`src/rtl/vga_scan_controller.sv`:
```
// Scan controller for the 640x480@60 VGA path: raster counters, registered sync/blank/coords,
// and a per-line fetch scheduler with deadline tracking. Optional macro: UNDERRUN_BLANK_EN.
module vga_scan_controller #(
    parameter int unsigned H_ACTIVE = 640,
    parameter int unsigned H_FP     = 16,
    parameter int unsigned H_SYNC   = 96,
    parameter int unsigned H_BP     = 48,
    parameter int unsigned V_ACTIVE = 480,
    parameter int unsigned V_FP     = 10,
    parameter int unsigned V_SYNC   = 2,
    parameter int unsigned V_BP     = 33,
    parameter int unsigned PREFETCH = 32
) (
    input  logic       clk_25MHz,
    input  logic       rst,
    input  logic       line_ack,
    input  logic       clr_underrun,
    output logic       hsync_n,
    output logic       vsync_n,
    output logic       video_on,
    output logic [9:0] pixel_x,
    output logic [9:0] pixel_y,
    output logic       frame_start,
    output logic       line_req,
    output logic [9:0] line_idx,
    output logic       underrun,
    output logic [7:0] underrun_cnt
);

    localparam int unsigned CW      = 10;
    localparam int unsigned UW      = 8;
    localparam int unsigned H_TOTAL = H_ACTIVE + H_FP + H_SYNC + H_BP;
    localparam int unsigned V_TOTAL = V_ACTIVE + V_FP + V_SYNC + V_BP;

    localparam logic [CW-1:0] H_LAST     = CW'(H_TOTAL - 1);
    localparam logic [CW-1:0] V_LAST     = CW'(V_TOTAL - 1);
    localparam logic [CW-1:0] H_ACT      = CW'(H_ACTIVE);
    localparam logic [CW-1:0] V_ACT      = CW'(V_ACTIVE);
    localparam logic [CW-1:0] V_ACT_LAST = CW'(V_ACTIVE - 1);
    localparam logic [CW-1:0] HS_BEG     = CW'(H_ACTIVE + H_FP);
    localparam logic [CW-1:0] HS_END     = CW'(H_ACTIVE + H_FP + H_SYNC);
    localparam logic [CW-1:0] VS_BEG     = CW'(V_ACTIVE + V_FP);
    localparam logic [CW-1:0] VS_END     = CW'(V_ACTIVE + V_FP + V_SYNC);
    localparam logic [CW-1:0] H_TRIG     = CW'(H_TOTAL - PREFETCH);

    localparam logic [1:0] ST_IDLE  = 2'd0;
    localparam logic [1:0] ST_REQ   = 2'd1;
    localparam logic [1:0] ST_READY = 2'd2;

    logic [CW-1:0] h_q, h_d;
    logic [CW-1:0] v_q, v_d;
    logic          h_wrap_c;

    logic          hsync_n_q, hsync_n_d;
    logic          vsync_n_q, vsync_n_d;
    logic          video_on_q, video_on_d;
    logic [CW-1:0] pixel_x_q, pixel_x_d;
    logic [CW-1:0] pixel_y_q, pixel_y_d;
    logic          frame_start_q, frame_start_d;
    logic          active_c;

    logic [1:0]    state_q, state_d;
    logic          line_req_q, line_req_d;
    logic [CW-1:0] line_idx_q, line_idx_d;
    logic          underrun_q, underrun_d;
    logic [UW-1:0] underrun_cnt_q, underrun_cnt_d;
    logic          trig_c;
    logic          miss_c;
    logic [CW-1:0] next_line_c;

`ifdef UNDERRUN_BLANK_EN
    logic          bad_q, bad_d;
`endif

    // Raster counters
    always_comb begin
        h_wrap_c = (h_q == H_LAST);
        h_d      = h_wrap_c ? '0 : h_q + CW'(1);
        v_d      = v_q;
        if (h_wrap_c) begin
            v_d = (v_q == V_LAST) ? '0 : v_q + CW'(1);
        end
    end

    // Sync, blank and coordinates, one cycle behind the counters
    always_comb begin
        active_c      = (h_q < H_ACT) && (v_q < V_ACT);
        hsync_n_d     = !((h_q >= HS_BEG) && (h_q < HS_END));
        vsync_n_d     = !((v_q >= VS_BEG) && (v_q < VS_END));
`ifdef UNDERRUN_BLANK_EN
        video_on_d    = active_c && !bad_q;
`else
        video_on_d    = active_c;
`endif
        pixel_x_d     = active_c ? h_q : '0;
        pixel_y_d     = active_c ? v_q : '0;
        frame_start_d = (h_q == '0) && (v_q == '0);
    end

    // Fetch scheduler: request line L during the line before it, deadline at that line's end
    always_comb begin
        state_d        = state_q;
        line_req_d     = line_req_q;
        line_idx_d     = line_idx_q;
        underrun_d     = 1'b0;
        underrun_cnt_d = underrun_cnt_q;
        miss_c         = 1'b0;

        trig_c      = (h_q == H_TRIG) && ((v_q == V_LAST) || (v_q < V_ACT_LAST));
        next_line_c = (v_q == V_LAST) ? '0 : v_q + CW'(1);

        case (state_q)
            ST_IDLE: begin
                if (trig_c) begin
                    state_d    = ST_REQ;
                    line_req_d = 1'b1;
                    line_idx_d = next_line_c;
                end
            end
            ST_REQ: begin
                if (line_ack) begin
                    state_d    = ST_READY;
                    line_req_d = 1'b0;
                end else if (h_wrap_c) begin
                    state_d    = ST_IDLE;
                    line_req_d = 1'b0;
                    underrun_d = 1'b1;
                    miss_c     = 1'b1;
                end
            end
            ST_READY: begin
                // Leave once the fetched line has started so the next trigger is seen
                if (h_q == '0) begin
                    state_d = ST_IDLE;
                end
            end
            default: begin
                state_d    = ST_IDLE;
                line_req_d = 1'b0;
            end
        endcase

        if (clr_underrun) begin
            underrun_cnt_d = '0;
        end else if (miss_c && (underrun_cnt_q != '1)) begin
            underrun_cnt_d = underrun_cnt_q + UW'(1);
        end
    end

    always_ff @(posedge clk_25MHz) begin
        if (rst) begin
            h_q            <= '0;
            v_q            <= '0;
            hsync_n_q      <= 1'b1;
            vsync_n_q      <= 1'b1;
            video_on_q     <= 1'b0;
            pixel_x_q      <= '0;
            pixel_y_q      <= '0;
            frame_start_q  <= 1'b0;
            state_q        <= ST_IDLE;
            line_req_q     <= 1'b0;
            line_idx_q     <= '0;
            underrun_q     <= 1'b0;
            underrun_cnt_q <= '0;
        end else begin
            h_q            <= h_d;
            v_q            <= v_d;
            hsync_n_q      <= hsync_n_d;
            vsync_n_q      <= vsync_n_d;
            video_on_q     <= video_on_d;
            pixel_x_q      <= pixel_x_d;
            pixel_y_q      <= pixel_y_d;
            frame_start_q  <= frame_start_d;
            state_q        <= state_d;
            line_req_q     <= line_req_d;
            line_idx_q     <= line_idx_d;
            underrun_q     <= underrun_d;
            underrun_cnt_q <= underrun_cnt_d;
        end
    end

`ifdef UNDERRUN_BLANK_EN
    // Bad mark covers exactly the line whose fetch was missed
    always_comb begin
        bad_d = bad_q;
        if (miss_c) begin
            bad_d = 1'b1;
        end else if (h_wrap_c) begin
            bad_d = 1'b0;
        end
    end

    always_ff @(posedge clk_25MHz) begin
        if (rst) begin
            bad_q <= 1'b0;
        end else begin
            bad_q <= bad_d;
        end
    end
`endif

    assign hsync_n      = hsync_n_q;
    assign vsync_n      = vsync_n_q;
    assign video_on     = video_on_q;
    assign pixel_x      = pixel_x_q;
    assign pixel_y      = pixel_y_q;
    assign frame_start  = frame_start_q;
    assign line_req     = line_req_q;
    assign line_idx     = line_idx_q;
    assign underrun     = underrun_q;
    assign underrun_cnt = underrun_cnt_q;

endmodule
```
`config.mk`:
```
export PLATFORM = sky130hd
export DESIGN_NAME = vga_scan_controller
export DESIGN_NICKNAME = d
export VERILOG_FILES = /design/src/rtl/vga_scan_controller.sv
export SDC_FILE = /design/constraint.sdc
export NUM_CORES = 1
export LEC_CHECK = 0
export ABC_AREA = 1
export BUFFER_PORTS_ARGS = -buffer_cell sky130_fd_sc_hd__clkbuf_2
export CAP_MARGIN = 10
export CORE_MARGIN = 2
export CORE_UTILIZATION = 30
export CTS_CLUSTER_DIAMETER = 200
export CTS_CLUSTER_SIZE = 28
export DETAILED_ROUTE_END_ITERATION = 7
export GPL_TIMING_DRIVEN = 0
export MAX_ROUTING_LAYER = met4
export SETUP_SLACK_MARGIN = 0.3
export SYNTH_ARGS = -nofsm -noshare
export SYNTH_HDL_FRONTEND = slang
export SYNTH_SLANG_ARGS = --single-unit
export TNS_END_PERCENT = 5
```
`constraint.sdc`:
```
create_clock -name clk_25MHz -period 2 [get_ports clk_25MHz]
set_clock_uncertainty 0.15 [all_clocks]
set_input_delay 0.3 -clock clk_25MHz [delete_from_list [all_inputs] [get_ports clk_25MHz]]
set_output_delay 0.3 -clock clk_25MHz [all_outputs]
set_load 0.01 [all_outputs]
```
==> impl_metrics.py <==
metrics = {
    "clock_tree": {
        "ctsRootBufferMaster": "clkbuf_8",
        "worstSkewPairLatency_ns": 0.34,
        "hold_buffers": 0,
        "cts_max_level": 3,
        "clk_pin_slew_ns": 0.07,
        "clock-sinks": 66,
        "cts_tree": "yes",
        "cts_buffer_depth": 2,
        "cts_buffers": 9,
    },
    "route": {
        "drt_wl_total_um": 6584,
        "drc": 0,
        "vias": 2515,
        "vias_per_cell": 4.727,
        "drt_pass1_iterations": 4,
        "ant_nets": 0,
        "wire_per_inst_um": 12.38,
        "drt_iter0_markers": 82,
    },
    "place": {
        "dp_hpwl_um": 4665,
        "io_buffers": 47,
        "place_inst": 499,
        "gp_congestion": 0.9162,
    },
    "job": {
        "maxCapViolCount": 0,
    },
    "die": {
        "dieArea_sq_um": 9797,
        "row_count": 34,
        "core_area_sq_um": 8721,
        "initial_core_util": 0.3103,
        "die_h_um": 98.98,
        "die_x_um": 98.98,
        "boundaryPins": 48,
    },
    "cells_and_area": {
        "regArea_sq_um": 1341,
        "final_common_cell": "nor2_1",
        "drive_above_1_share": 0.3443,
        "multiInputGateArea_sq_um": 1364,
        "fin_nets": 429,
        "layout.cells.non_filler": 532,
        "final_cell_mix": "nor2_1, dfxtp_1, clkbuf_2",
        "area_growth_pct": 32.13,
        "diodes": 0,
        "final_util": 0.4100,
        "fillers": 885,
    },
    "run_status": {
        "status": "finished, final reports clean",
    },
    "worst_setup_path": {
        "critical_path_depth": 8,
        "worstPathCellList": "inv_4 -> ha_4 -> nand3_4 -> nor3_4 -> nand3_4 -> buf_6 -> a31oi_4 -> nor2_1",
        "critPathArrivalTime_ns": 1.75,
        "rr_worst_depth": 8,
        "critPathTopFamily": "simple AND/OR/NAND/NOR gates",
        "crit_type": "register to register",
        "critPathRequiredTime_ns": 2.08,
        "crit_path_max_incr_delay_ns": 0.37,
        "path_max_fanout": 5,
        "crit_path_frequent_cell": "nand3_4",
        "cp_slowest_cell": "dfxtp_4",
        "cp.buffers_inverters": 2,
        "end_kind": "register",
        "worst_setup_path_start_kind": "register",
    },
    "synth": {
        "synth_cells": 344,
        "syn_area_per_cell_sq_um": 7.867,
        "ys_seq_elements": 66,
        "synth_warnings": 0,
        "syn_nets": 353,
        "syn_area_sq_um": 2706,
        "ys_seq_area_frac": 0.4882,
        "synth_cell_type_count": 35,
    },
    "sta": {
        "min_period_over_period": 0.8378,
        "tns_ns": 0,
        "slew_headroom": 0.6626,
        "setup_viol": 0,
        "drv_slew": 0,
        "rsz0062_at_grt": "true",
        "worst_slew_pin_slew_ns": 0.5009,
        "period_minus_slack_ns": 1.676,
        "hold_slack_ns": 0.09181,
        "hold_viol": 0,
        "timing.fmax_mhz": 596.8,
    },
    "global_route": {
        "grt_first_pass_wirelength_um": 11100,
        "first_global_vias": 2540,
        "grt_max_degree": 11,
        "grt.overflow.total": 0,
        "grt_use_total": 0.1457,
        "antenna_found_initial": 0,
    },
    "hold_path": {
        "hold_class": "input pin to register",
        "holdPathStages": 3,
    },
    "power_and_ir_drop": {
        "leakagePower_nw": 1.501,
        "ir_drop_v": 0.0003058,
        "p_total_mw": 2.344,
        "power_density_nw_per_um2": 655.4,
    },
}
cell usage after synthesis, drive strengths merged:
cell type / count / area, sq um
xor2: 4 / 35.03
nand3: 27 / 155.2
buf: 5 / 31.28
clkbuf: 1 / 3.750
ha: 5 / 62.56
nand4: 6 / 43.79
o22ai: 2 / 12.51
dfxtp: 66 / 1321
nand2: 54 / 225.2
nor4: 4 / 25.02
conb: 1 / 3.750
a21oi: 20 / 107.6
nor2: 62 / 257.8
xnor2: 1 / 8.760
nor3b: 1 / 7.510
or2: 2 / 12.52
inv: 43 / 161.4
a211oi: 1 / 7.510
a31oi: 2 / 12.51
o21ai: 23 / 115.1
nor3: 13 / 92.59
clkinv: 1 / 3.750
through the flow:
stage               instance area (sq um)  setup WS, ns
finish                               3576        0.3244
global route                         3576        0.2165
CTS                                  3430        0.2971
detailed placement                   3077       0.06500
global placement                     3077       0.05482
floorplan                            2706        0.3301
worst min-delay path: cells and delay by family:
| family | cells | cell delay, ns |
|---|---|---|
| AND/OR/NAND/NOR | 1 | 0.07 |
| AO/OA/AOI/OAI | 1 | 0.05 |
| buffers and inverters | 1 | 0.11 |
registers in the layout, indices dropped and copies added, names as in the netlist:
register	flops
line_req	1
h_q	10
frame_start	1
hsync_n	1
underrun_cnt	8
v_q	10
vsync_n	1
video_on	1
state_q	2
pixel_x	10
underrun	1
line_idx	10
pixel_y	10
worst paths after layout:
kind                     from          end  slack, ns
hold reg to reg   line_idx[9]  line_idx[9]       0.29
hold / removal       line_ack   state_q[1]       0.09
setup reg to reg       h_q[0]  line_idx[4]       0.32
setup / recovery       h_q[0]  line_idx[4]       0.32
kinds of logic after synthesis:
family | share of synthesized area
adder cells (fa/ha/maj) | 0.02312
flip-flops | 0.4882
XOR/XNOR | 0.01618
buffers and inverters | 0.07397
AND/OR/NAND/NOR | 0.3028
other | 0.001386
AO/OA/AOI/OAI | 0.09432
power by group:
part | switching [mW] | leakage (nW) | total, mW | internal (mW)
combinational | 0.0590 | 0.879 | 0.0955 | 0.0366
clock | 0.478 | 0.0827 | 0.913 | 0.435
sequential | 0.0102 | 0.539 | 1.34 | 1.32
total | 0.547 | 1.50 | 2.34 | 1.80
what timing repair did:
| action | CTS | global route |
|---|---|---|
| cloned | 1 | 0 |
| resized for setup | 36 | 31 |
| endpoints found under the setup margin | 40 | 34 |
| setup buffers | 11 | 6 |
| pin swaps | 5 | 6 |
| endpoints found under the hold margin | 0 | 0 |
per-layer routing:
metal	wire [um]	track usage
met5	0	-
met2	3216	0.2287
met3	313	0.03688
met4	98	0.07798
met1	2957	0.1711
final cells by class:
type,instances,area share
sequential,66,0.3751
clock buffer,11,0.03674
timing repair buffer,65,0.1046
inverter,44,0.04829
clock inverter,4,0.005598
multi-input combinational,228,0.3814
buffer,6,0.01050
tap,108,0.03779
(Power assumes the default switching activity.)
